<file path="src/rtl/ultrasonic_pkg.sv">
// ----------------------------------------------------------------------------
// ultrasonic_pkg
//   Shared types and constants for the ultrasonic sending-unit scheduler.
//   - op_e     : requester opcode (HOLD / INC / DEC / OFF)
//   - state_e  : scheduler FSM states
//   - cmd_t    : latched command (opcode + step count)
//   - clamp_step() : reduces a step so the 12-bit DAC level never wraps
// ----------------------------------------------------------------------------
package ultrasonic_pkg;

  localparam int DAC_W      = 12;
  localparam int AMT_W      = 8;
  localparam int STEP_SHIFT = 4;

  // Highest reachable level: the top 8 bits all ones, low nibble zero.
  localparam logic [DAC_W-1:0] LEVEL_MAX = 12'd4080;

  typedef enum logic [1:0] {
    OP_HOLD = 2'd0,
    OP_INC  = 2'd1,
    OP_DEC  = 2'd2,
    OP_OFF  = 2'd3
  } op_e;

  typedef enum logic [1:0] {
    S_OFF  = 2'd0,
    S_HOLD = 2'd1,
    S_STEP = 2'd2,
    S_ACK  = 2'd3
  } state_e;

  typedef struct packed {
    op_e              op;
    logic [AMT_W-1:0] amount;
  } cmd_t;

  // Effective step count for INC/DEC. The level is always a multiple of 16,
  // so the remaining head/foot room in steps is simply the upper byte of the
  // room in LSBs. Non-stepping opcodes produce zero.
  function automatic logic [AMT_W-1:0] clamp_step(
    input op_e              op,
    input logic [DAC_W-1:0] level,
    input logic [AMT_W-1:0] amount
  );
    logic [DAC_W-1:0] room;
    logic [AMT_W-1:0] limit;
    room  = (op == OP_INC) ? (LEVEL_MAX - level) : level;
    limit = room[DAC_W-1:STEP_SHIFT];
    if (op != OP_INC && op != OP_DEC) begin
      return '0;
    end
    return (amount < limit) ? amount : limit;
  endfunction

endpackage

</file>
<file path="src/rtl/rr_arbiter.sv">
// ----------------------------------------------------------------------------
// rr_arbiter
//   Combinational round-robin search: the winner is the first asserted
//   request at or after i_ptr, wrapping modulo NREQ. NREQ must be >= 2.
//
//   i_valid  [NREQ] request vector
//   i_ptr    [IW]   search start index (must be < NREQ)
//   i_enable        when low, nothing is granted
//   o_grant  [NREQ] one-hot grant
//   o_index  [IW]   index of the granted request
//   o_found         a grant was issued this cycle
// ----------------------------------------------------------------------------
module rr_arbiter #(
  parameter int  NREQ = 3,
  localparam int IW   = $clog2(NREQ)
) (
  input  logic [NREQ-1:0] i_valid,
  input  logic [IW-1:0]   i_ptr,
  input  logic            i_enable,
  output logic [NREQ-1:0] o_grant,
  output logic [IW-1:0]   o_index,
  output logic            o_found
);

  localparam logic [IW:0] NREQ_W = (IW+1)'(NREQ);

  // NOTE: every signal driven here gets a default before any conditional
  // assignment; a path that leaves one unassigned would infer a latch.
  always_comb begin : search
    logic [IW:0] w_pos;
    o_grant = '0;
    o_index = '0;
    o_found = 1'b0;
    w_pos   = '0;
    for (int k = 0; k < NREQ; k++) begin
      // One extra bit so ptr + k can exceed NREQ-1 before the wrap.
      w_pos = {1'b0, i_ptr} + (IW+1)'(k);
      if (w_pos >= NREQ_W) begin
        w_pos = w_pos - NREQ_W;
      end
      if (!o_found && i_enable && i_valid[w_pos[IW-1:0]]) begin
        o_found                 = 1'b1;
        o_grant[w_pos[IW-1:0]] = 1'b1;
        o_index                 = w_pos[IW-1:0];
      end
    end
  end

endmodule

</file>
<file path="src/rtl/send_scheduler.sv">
// ----------------------------------------------------------------------------
// send_scheduler
//   Collects step commands from NREQ requesters, arbitrates round-robin and
//   drives the ultrasonic sending unit. Keeps a shadow of the 12-bit DAC
//   level, clamps every step so the DAC never wraps, and emits the
//   continuous hold beat that keeps the DAC output alive while level > 0.
//
//   clk, rst            clock, synchronous active-high reset
//   req_valid [NREQ]    requester has a command (op/amount held stable)
//   req_op    [2*NREQ]  per-requester opcode (op_e)
//   req_amount[8*NREQ]  per-requester step count, 16 LSB per step
//   req_ready [NREQ]    one-hot accept pulse
//   estop               emergency stop (drops level, blocks acceptance)
//   order_full          downstream queue full (drops level, blocks accept)
//   order               sending-unit acknowledge, sampled in S_ACK
//   send_enable .. decrease_signal   sending-unit control strobes
//   amount_signal [8]   clamped step count of the current step beat
//   level [12]          shadow DAC level
//   grant_id            index of the last accepted requester
//   clamped             pulse: current step was reduced
//   err_drop            pulse, cycle after the level was lost
// ----------------------------------------------------------------------------
module send_scheduler
  import ultrasonic_pkg::*;
#(
  parameter int NREQ        = 3,
  parameter int ACK_TIMEOUT = 1
) (
  input  logic                    clk,
  input  logic                    rst,
  input  logic [NREQ-1:0]         req_valid,
  input  logic [2*NREQ-1:0]       req_op,
  input  logic [AMT_W*NREQ-1:0]   req_amount,
  output logic [NREQ-1:0]         req_ready,
  input  logic                    estop,
  input  logic                    order_full,
  input  logic                    order,
  output logic                    send_enable,
  output logic                    valid_signal,
  output logic                    on_signal,
  output logic                    off_signal,
  output logic                    increase_signal,
  output logic                    decrease_signal,
  output logic [AMT_W-1:0]        amount_signal,
  output logic [DAC_W-1:0]        level,
  output logic [$clog2(NREQ)-1:0] grant_id,
  output logic                    clamped,
  output logic                    err_drop
);

  localparam int IW = $clog2(NREQ);
  localparam int AW = (ACK_TIMEOUT > 1) ? $clog2(ACK_TIMEOUT) : 1;
  localparam logic [AW-1:0] ACK_LAST = AW'(ACK_TIMEOUT - 1);
  localparam logic [IW-1:0] LAST_REQ = IW'(NREQ - 1);

  state_e           r_state;
  state_e           w_state_next;
  cmd_t             r_cmd;
  cmd_t             w_sel_cmd;
  logic [DAC_W-1:0] r_level;
  logic [DAC_W-1:0] w_level_next;
  logic [IW-1:0]    r_rr_ptr;
  logic [IW-1:0]    r_grant_id;
  logic [AW-1:0]    r_ack_cnt;
  logic [AW-1:0]    w_ack_cnt_next;
  logic             r_err_drop;
  logic             w_drop;

  logic             w_override;
  logic             w_accept_en;
  logic [NREQ-1:0]  w_grant;
  logic [IW-1:0]    w_index;
  logic             w_found;
  logic [AMT_W-1:0] w_a_eff;
  logic [DAC_W-1:0] w_step;

  // estop and order_full share one path: both drop the level when a beat is
  // running and both merely block acceptance when the unit is already off.
  assign w_override  = estop | order_full;
  assign w_accept_en = ((r_state == S_OFF) || (r_state == S_HOLD)) && !w_override;

  rr_arbiter #(
    .NREQ (NREQ)
  ) u_arb (
    .i_valid  (req_valid),
    .i_ptr    (r_rr_ptr),
    .i_enable (w_accept_en),
    .o_grant  (w_grant),
    .o_index  (w_index),
    .o_found  (w_found)
  );

  // Mux the winning requester's command out of the packed port vectors.
  always_comb begin : pick
    w_sel_cmd = '0;
    for (int i = 0; i < NREQ; i++) begin
      if (w_grant[i]) begin
        w_sel_cmd.op     = op_e'(req_op[2*i +: 2]);
        w_sel_cmd.amount = req_amount[AMT_W*i +: AMT_W];
      end
    end
  end

  // The level does not move between acceptance and the step beat, so the
  // clamp can be evaluated against the live level during S_STEP.
  assign w_a_eff = clamp_step(r_cmd.op, r_level, r_cmd.amount);
  assign w_step  = {w_a_eff, {STEP_SHIFT{1'b0}}};

  always_comb begin : fsm_next
    w_state_next    = r_state;
    w_level_next    = r_level;
    w_ack_cnt_next  = r_ack_cnt;
    w_drop          = 1'b0;
    send_enable     = 1'b0;
    valid_signal    = 1'b0;
    on_signal       = 1'b0;
    off_signal      = 1'b0;
    increase_signal = 1'b0;
    decrease_signal = 1'b0;
    amount_signal   = '0;
    clamped         = 1'b0;

    case (r_state)
      S_OFF: begin
        // HOLD/DEC/OFF on a dark unit are accepted and dropped silently.
        if (w_found && w_sel_cmd.op == OP_INC) begin
          w_state_next = S_STEP;
        end
      end

      S_HOLD: begin
        send_enable  = 1'b1;
        valid_signal = 1'b1;
        on_signal    = 1'b1;
        if (w_override) begin
          w_drop = 1'b1;
        end else if (w_found) begin
          w_state_next = S_STEP;
        end
      end

      S_STEP: begin
        send_enable    = 1'b1;
        valid_signal   = 1'b1;
        w_ack_cnt_next = '0;
        case (r_cmd.op)
          OP_INC: begin
            on_signal       = 1'b1;
            increase_signal = 1'b1;
            amount_signal   = w_a_eff;
            clamped         = (w_a_eff < r_cmd.amount);
            w_level_next    = r_level + w_step;
          end
          OP_DEC: begin
            on_signal       = 1'b1;
            decrease_signal = 1'b1;
            amount_signal   = w_a_eff;
            clamped         = (w_a_eff < r_cmd.amount);
            w_level_next    = r_level - w_step;
          end
          OP_OFF: begin
            off_signal = 1'b1;
          end
          default: begin
            on_signal = 1'b1;
          end
        endcase
        if (w_override) begin
          w_drop = 1'b1;
        end else if (r_cmd.op == OP_OFF) begin
          w_level_next = '0;
          w_state_next = S_OFF;
        end else begin
          w_state_next = S_ACK;
        end
      end

      S_ACK: begin
        send_enable  = 1'b1;
        valid_signal = 1'b1;
        on_signal    = 1'b1;
        if (w_override) begin
          w_drop = 1'b1;
        end else if (order) begin
          // A DEC that emptied the DAC leaves nothing to hold.
          w_state_next = (r_level == '0) ? S_OFF : S_HOLD;
        end else if (r_ack_cnt == ACK_LAST) begin
          w_drop = 1'b1;
        end else begin
          w_ack_cnt_next = r_ack_cnt + AW'(1);
        end
      end

      default: begin
        w_state_next = S_OFF;
      end
    endcase

    if (w_drop) begin
      w_state_next = S_OFF;
      w_level_next = '0;
    end
  end

  // NOTE: sequential state uses non-blocking assignments so every register
  // samples the pre-edge values regardless of statement order.
  always_ff @(posedge clk) begin
    if (rst) begin
      r_state <= S_OFF;
    end else begin
      r_state <= w_state_next;
    end
  end

  always_ff @(posedge clk) begin
    if (rst) begin
      r_level    <= '0;
      r_cmd      <= '0;
      r_rr_ptr   <= '0;
      r_grant_id <= '0;
      r_ack_cnt  <= '0;
      r_err_drop <= 1'b0;
    end else begin
      r_level    <= w_level_next;
      r_ack_cnt  <= w_ack_cnt_next;
      r_err_drop <= w_drop;
      if (w_found) begin
        r_cmd      <= w_sel_cmd;
        r_grant_id <= w_index;
        r_rr_ptr   <= (w_index == LAST_REQ) ? '0 : w_index + IW'(1);
      end
    end
  end

  assign req_ready = w_grant;
  assign level     = r_level;
  assign grant_id  = r_grant_id;
  assign err_drop  = r_err_drop;

endmodule
</file>
<file path="config.mk">
export PLATFORM = sky130hd
export DESIGN_NAME = send_scheduler
export DESIGN_NICKNAME = d
export VERILOG_FILES = /design/src/rtl/ultrasonic_pkg.sv /design/src/rtl/rr_arbiter.sv /design/src/rtl/send_scheduler.sv
export SDC_FILE = /design/constraint.sdc
export NUM_CORES = 1
export LEC_CHECK = 0
export ABC_AREA = 1
export CORE_AREA = 5 5 103 115
export DETAILED_ROUTE_END_ITERATION = 12
export DIE_AREA = 0 0 108 120
export PLACE_DENSITY_LB_ADDON = 0.25
export SYNTH_ARGS = -nofsm -noshare
export SYNTH_HDL_FRONTEND = slang
export SYNTH_HIERARCHICAL = 1
export SYNTH_SLANG_ARGS = --single-unit
export TNS_END_PERCENT = 20
</file>
<file path="constraint.sdc">
create_clock -name clk -period 4.7 [get_ports clk]
set_input_delay 0.94 -clock clk [delete_from_list [all_inputs] [get_ports clk]]
set_output_delay 0.94 -clock clk [all_outputs]
set_load 0.01 [all_outputs]
</file>
==> run metrics, run 1 <==
worst r2r dst=level[10]; count of nets left with antenna violations after detail routing=0; required time reported for the critical path endpoint=4.89 ns; worst hold start=grant_id[0]; CP Cell Sequence=inv_1 -> ha_2 -> buf_6 -> xnor2_1 -> ha_1 -> a21oi_1 -> nor2_1 -> a211oi_4 -> nand2_4 -> nand2_1 -> nand3_2 -> ha_1 -> o21ai_0 -> fa_1 -> inv_1 -> o31ai_1 -> inv_1 -> nor2_1 -> nor2_1 -> o21bai_1 -> xor2_1 -> o221ai_1 -> a21oi_1; Seq. cell area=500 µm²; global-route wire length before repair=13.7 mm; CTS Root Buffer Type=sky130_fd_sc_hd__clkbuf_16; crit path max fanout=8; share of synthesized registers carrying an async set or reset=0; ratio of routed vias to standard cells=4.57; fill count=1153; kind of path behind the tightest hold check=flop to flop; post-synthesis to final-layout area growth=33.9%; number of buffers created by CTS=3; time the final worst path needs with I/O delays and setup=4.26 ns; compound-cell area share of the yosys netlist=0.183; first-iteration detailed-routing DRC count=164; total via count in the routed design=2968; Layout Cell Area excl Fill=3840 µm²; kind of capture point of the worst setup path=flop; clock skew=0.00546 ns; dpl hpwl=7.11 mm; DR DRC count=0; sequential-to-total area share from yosys stat=0.174; final count of pins violating max slew=0; TritonCTS clock tree=built; Floorplan Core Area=10600 µm²; register-to-register setup slack=0.44 ns; number of warnings printed during yosys synthesis=6; syn_area_per_cell=6.60 µm²; multiplexer fraction of the synthesized cell area=0; post-synthesis cell count=435; post-CTS clock slew at the launch and capture registers of the worst setup and hold paths=0.07 ns; simple logic cell fraction of the synthesized area=0.321; startpoint type of the worst setup path=flop; final count of negative-setup-slack endpoints=0; data arrival time of the critical path=4.45 ns; cells on worst reg2reg path=23; RePlAce Congestion=0.886; gr usage total=0.129; share of the cycle needed by the critical path after routing=0.906; Die X=108 µm; number of input and output port buffers inserted=66; worst path bufs/invs=4; chip height=120 µm; number of global-route vias before repair=2999; ratio of cells with drive above 1 in the final layout=0.104; count of maximum capacitance violations=0; final setup TNS=0 ns; antenna violations before repair=0; share of the core filled with cells=0.362; overflow left after global routing=0; maximum frequency from static timing analysis=235 MHz; WHS Path Cells=2; number of iterations in the first detailed-routing pass=4; total of flip-flops plus latches after synthesis=25; CTS H-tree depth=1; Die Footprint=13000 µm²; total power density per cell area=616 nW/µm²; post-placement worst setup slack=0.260 ns; result of the run=completed; beginning of the worst register-to-register path=r_cmd[9]; Power Total=2.37 mW; standard-cell rows=40; summed instance area of the synthesized netlist=2870 µm²; dominant combinational cell family by area after synthesis=simple AND/OR/NAND/NOR gates; EDFF count, synth=0; setup repair after global routing missed its margin=false; library cell contributing the largest single delay on the critical path=sky130_fd_sc_hd__o21ai_0; starting utilization of the core area=0.271; xor/xnor share of the synthesized area=0.0397; Post-Route WL=8.29 mm; maximum VDD drop=0.000259 V; gate family responsible for the most delay along the worst path=compound AO/OA/AOI/OAI gates; nets=576; number of clock sinks seen by CTS=25; number of antenna repair diodes=0; Most used DFF post-synth=sky130_fd_sc_hd__dfxtp_1; placed cell areas=3700 µm²; maximum single-stage delay on the critical path=0.37 ns; startpoint of the worst setup timing path=r_cmd[9]; slew at the pin closest to its max-slew limit=0.662 ns; worst slew margin relative to its limit=0.558; Setup WS post-layout=0.442 ns; most frequent standard cell in the layout excluding fill and tap cells=sky130_fd_sc_hd__nand2_1; category of the critical setup timing path=flop to flop; ports placed on the boundary=71; pin count of the biggest net entering global routing=24; Hold-fix buffers, CTS=0; area taken by multi-input logic gates=2070 µm²; number of unique standard cell types used by synthesis=44; leading cell types in the layout, fill and taps excluded=sky130_fd_sc_hd__nand2_1 (95), sky130_fd_sc_hd__inv_1 (67), sky130_fd_sc_hd__clkdlybuf4s50_1 (65); leakage power total=1.74 nW; final routed wire length divided by cell count=12.8 µm; Clk Latency, worst-skew pair=0.26 ns; area share of fa/ha/maj cells after synthesis=0.155; count of endpoints failing hold in the final timing report=0; end point of the worst hold path=grant_id[0]; Clock Tree Buf Depth=2
[worst max path at each step]
stage                            to  cells past startpoint  slack [ns]
after floorplan           level[11]                     27        0.68
final                     level[10]                     23        0.44
after CTS                   clamped                     17        0.05
after global routing      level[10]                     23        0.05
after detailed placement    clamped                     17        0.26
after global placement      clamped                     18        0.36
[worst min-delay path, cell delays in order (launching register included)]
cell and delay, ns:
sky130_fd_sc_hd__dfxtp_1 0.32, sky130_fd_sc_hd__nand2_1 0.06, sky130_fd_sc_hd__a21oi_1 0.05
[metal layers]
metal  share of wire  track usage  vias up  wire (µm)
met5               0            0        -          0
met4           0.021       0.0379        0        172
met3           0.028       0.0151       12        236
met2            0.52        0.245       50       4350
met1            0.43        0.147     1351       3530
li1                -            -     1555          -
[cell usage after synthesis (5+ instances only)]
master | count | area share
sky130_fd_sc_hd__nand2_2 | 8 | 0.017
sky130_fd_sc_hd__clkbuf_1 | 8 | 0.010
sky130_fd_sc_hd__xnor2_1 | 7 | 0.021
sky130_fd_sc_hd__a221oi_1 | 8 | 0.024
sky130_fd_sc_hd__o21ai_0 | 19 | 0.033
sky130_fd_sc_hd__buf_4 | 5 | 0.013
sky130_fd_sc_hd__nor2_1 | 41 | 0.054
sky130_fd_sc_hd__inv_1 | 67 | 0.088
sky130_fd_sc_hd__nand2_1 | 95 | 0.12
sky130_fd_sc_hd__nand3_1 | 19 | 0.033
sky130_fd_sc_hd__nand4_1 | 8 | 0.017
sky130_fd_sc_hd__xor2_1 | 6 | 0.018
sky130_fd_sc_hd__nand3_2 | 10 | 0.035
sky130_fd_sc_hd__dfxtp_1 | 25 | 0.17
sky130_fd_sc_hd__ha_1 | 34 | 0.15
sky130_fd_sc_hd__a21oi_1 | 32 | 0.056
[flip-flops by register name, summed over array words and instances (netlist names)]
register,cells
r_cmd,10
level,8
err_drop,1
r_rr_ptr,2
grant_id,2
r_state,2
[power by group]
part / leakage (nW) / switching, mW / total [mW] / internal [mW]
sequential: 0.204 / 0.0463 / 0.305 / 0.258
clock: 0.0371 / 0.0847 / 0.200 / 0.116
combinational: 1.50 / 1.14 / 1.86 / 0.724
[layout make-up]
type / count / share of cell area
clock buffers: 3 / 0.0195
clock inverters: 1 / 0.00195
inverters: 71 / 0.0700
multi-input cells: 327 / 0.539
flip-flops and latches: 25 / 0.130
well taps: 147 / 0.0479
repair buffers: 75 / 0.191
[per-stage QoR]
step           hold WS [ns]  std cells
6_report              0.483        649
5_1_grt               0.520        649
4_1_cts               0.493        649
3_5_place_dp          0.473        644
3_3_place_gp          0.466        644
2_1_floorplan         0.476        438
[kinds of logic (layout without fill, tap and decap cells)]
family,count (synthesis),in the layout
flip-flops,25,25
XOR/XNOR,13,13
AO/OA/AOI/OAI,82,82
AND/OR/NAND/NOR,193,193
other,1,4
adder cells (fa/ha/maj),35,35
buffers and inverters,86,150
[repair_timing]
item	in CTS	in global routing
resized for setup	3	6
buffers inserted	1	0
pin swaps	1	1
endpoints found under the hold margin	0	0
setup endpoints to repair	1	3
gates cloned	0	0
Note: power is estimated with default switching activity, not from simulation.
==> run 2: changes to the inputs <==
--- a/config.mk
+++ b/config.mk
@@ -6,9 +6,9 @@
 export NUM_CORES = 1
 export LEC_CHECK = 0
 export ABC_AREA = 1
-export CORE_AREA = 5 5 103 115
+export CORE_AREA = 5 5 83 142
 export DETAILED_ROUTE_END_ITERATION = 12
-export DIE_AREA = 0 0 108 120
+export DIE_AREA = 0 0 88 147
 export PLACE_DENSITY_LB_ADDON = 0.25
 export SYNTH_ARGS = -nofsm -noshare
 export SYNTH_HDL_FRONTEND = slang
==> run metrics, run 2 (synthesis results as in run 1) <==
result of the run=completed (unchanged); startpoint of the worst setup timing path=r_cmd[8] (was r_cmd[9]); ports placed on the boundary=71 (unchanged); Power Total=2.40 mW (was 2.37 mW); global-route wire length before repair=14.2 mm (was 13.7 mm); total power density per cell area=635 nW/µm² (was 616 nW/µm²); antenna violations before repair=0 (unchanged); number of buffers created by CTS=3 (unchanged); placed cell areas=3660 µm² (was 3700 µm²); Die Footprint=12900 µm² (was 13000 µm²); ratio of routed vias to standard cells=4.65 (was 4.57); standard-cell rows=50 (was 40); required time reported for the critical path endpoint=4.87 ns (was 4.89 ns); category of the critical setup timing path=flop to flop (unchanged); most numerous cell on the critical path=sky130_fd_sc_hd__nand3_1; slew at the pin closest to its max-slew limit=0.642 ns (was 0.662 ns); pin count of the biggest net entering global routing=24 (unchanged); final count of negative-setup-slack endpoints=0 (unchanged); gr usage total=0.135 (was 0.129); Clk Latency, worst-skew pair=0.27 ns (was 0.26 ns); max FFs per register=10 (unchanged); Most flops, register=r_cmd (unchanged); clock skew=0.00338 ns (was 0.00546 ns); count of endpoints failing hold in the final timing report=0 (unchanged); DR DRC count=0 (unchanged); CTS Root Buffer Type=sky130_fd_sc_hd__clkbuf_16 (unchanged); count of placed standard cells in the final layout, fillers left out=631 (was 649); first-iteration detailed-routing DRC count=112 (was 164); count of maximum capacitance violations=0 (unchanged); startpoint type of the worst setup path=flop (unchanged); Layout Cell Area excl Fill=3790 µm² (was 3840 µm²); leading cell types in the layout, fill and taps excluded=sky130_fd_sc_hd__nand2_1 (95), sky130_fd_sc_hd__inv_1 (67), sky130_fd_sc_hd__clkdlybuf4s50_1 (65) (unchanged); overflow left after global routing=0 (unchanged); number of iterations in the first detailed-routing pass=4 (unchanged); maximum frequency from static timing analysis=228 MHz (was 235 MHz); crit path max fanout=8 (unchanged); Highest Signal Layer=met4 (unchanged); worst slew margin relative to its limit=0.572 (was 0.558); number of antenna repair diodes=0 (unchanged); post-placement worst setup slack=0.175 ns (was 0.260 ns); nets=575 (was 576); library cell contributing the largest single delay on the critical path=sky130_fd_sc_hd__dfxtp_1 (was sky130_fd_sc_hd__o21ai_0); maximum VDD drop=0.000315 V (was 0.000259 V); maximum single-stage delay on the critical path=0.39 ns (was 0.37 ns); kind of capture point of the worst setup path=flop (unchanged); placed cell count=625 (was 644); starting utilization of the core area=0.271 (about the same); number of global-route vias before repair=3039 (was 2999); routed length on met2=4.52 mm (was 4.35 mm); final count of pins violating max slew=0 (unchanged); number of input and output port buffers inserted=66 (unchanged); number of clock sinks seen by CTS=25 (unchanged); beginning of the worst register-to-register path=r_cmd[8] (was r_cmd[9]); time the final worst path needs with I/O delays and setup=4.39 ns (was 4.26 ns); most frequent standard cell in the layout excluding fill and tap cells=sky130_fd_sc_hd__nand2_1 (unchanged); Hold-fix buffers, CTS=0 (unchanged); wire length on met1=3.27 mm (was 3.53 mm); Post-Route WL=8.33 mm (was 8.29 mm); RePlAce Congestion=0.834 (was 0.886); Clock Tree Buf Depth=2 (unchanged); worst r2r dst=level[11] (was level[10]); TritonCTS clock tree=built (unchanged); post-synthesis to final-layout area growth=32.0% (was 33.9%); total via count in the routed design=2931 (was 2968); ratio of cells with drive above 1 in the final layout=0.0958 (was 0.104); post-CTS clock slew at the launch and capture registers of the worst setup and hold paths=0.07 ns (about the same); leakage power total=1.73 nW (was 1.74 nW); final routed wire length divided by cell count=13.2 µm (was 12.8 µm); share of the cycle needed by the critical path after routing=0.933 (was 0.906); data arrival time of the critical path=4.55 ns (was 4.45 ns); kind of path behind the tightest hold check=flop to flop (unchanged); Floorplan Core Area=10600 µm² (about the same); count of nets left with antenna violations after detail routing=0 (unchanged); chip height=147 µm (was 120 µm); Setup WS post-layout=0.315 ns (was 0.442 ns); cells on worst reg2reg path=28 (was 23); dpl hpwl=7.18 mm (was 7.11 mm); CP endpoint=level[11] (was level[10]); routed length on met3=371 µm (was 236 µm); register-to-register setup slack=0.31 ns (was 0.44 ns); setup repair after global routing missed its margin=true (was false); CTS H-tree depth=1 (unchanged); Die X=88 µm (was 108 µm)
[run 2: worst min-delay path by stage]
| stage | cells past startpoint | to | slack (ns) | start |
|---|---|---|---|---|
| floorplan | 2 | r_cmd[9] | 0.48 | r_cmd[9] |
| global placement | 2 | grant_id[0] | 0.46 | grant_id[0] |
| detailed placement | 2 | grant_id[0] | 0.47 | grant_id[0] |
| CTS | 2 | grant_id[0] | 0.48 | grant_id[0] |
| global route | 2 | grant_id[0] | 0.51 | grant_id[0] |
| finish | 2 | grant_id[0] | 0.47 | grant_id[0] |
[run 2: cell type report]
| class | instances | area, µm² |
|---|---|---|
| fill | 1137 | 6790 |
| multi-input combinational | 327 | 2040 |
| timing repair buffer | 74 | 736 |
| sequential | 25 | 500 |
| inverter | 71 | 269 |
| tap | 130 | 163 |
| clock buffer | 3 | 75.1 |
| clock inverter | 1 | 5.00 |
[run 2: timing repair]
action                                  4_1_cts  5_1_grt
buffers inserted                              2        0
pin swaps                                     1        0
cloned                                        0        0
resized for setup                             2        3
endpoints found under the setup margin        1        3
[run 2: layer usage]
metal	GRT usage	vias up
li1	-	1555
met1	0.145	1301
met2	0.260	66
met3	0.0135	9
met4	0.0476	0
met5	0	-
[run 2: critical path: cells and delay by family, from the launching register on]
family	cells	cell delay [ns]
buffers and inverters	5	0.57
flip-flops	1	0.39
AND/OR/NAND/NOR	12	1.18
AO/OA/AOI/OAI	5	0.89
adder cells (fa/ha/maj)	4	1.00
XOR/XNOR	2	0.25
[run 2: power breakdown]
group	switching [mW]	total [mW]	internal, mW
sequential	0.0445	0.303	0.258
clock	0.0834	0.199	0.115
combinational	1.15	1.90	0.749
total	1.28	2.40	1.12
[run 2: metrics by stage]
step | hold slack, ns | setup TNS, ns | utilization
finish | 0.473 | 0 | 0.358
global route | 0.513 | -0.154 | 0.358
CTS | 0.477 | 0 | 0.357
detailed placement | 0.467 | 0 | 0.346
global placement | 0.462 | 0 | 0.346
floorplan | 0.476 | 0 | -
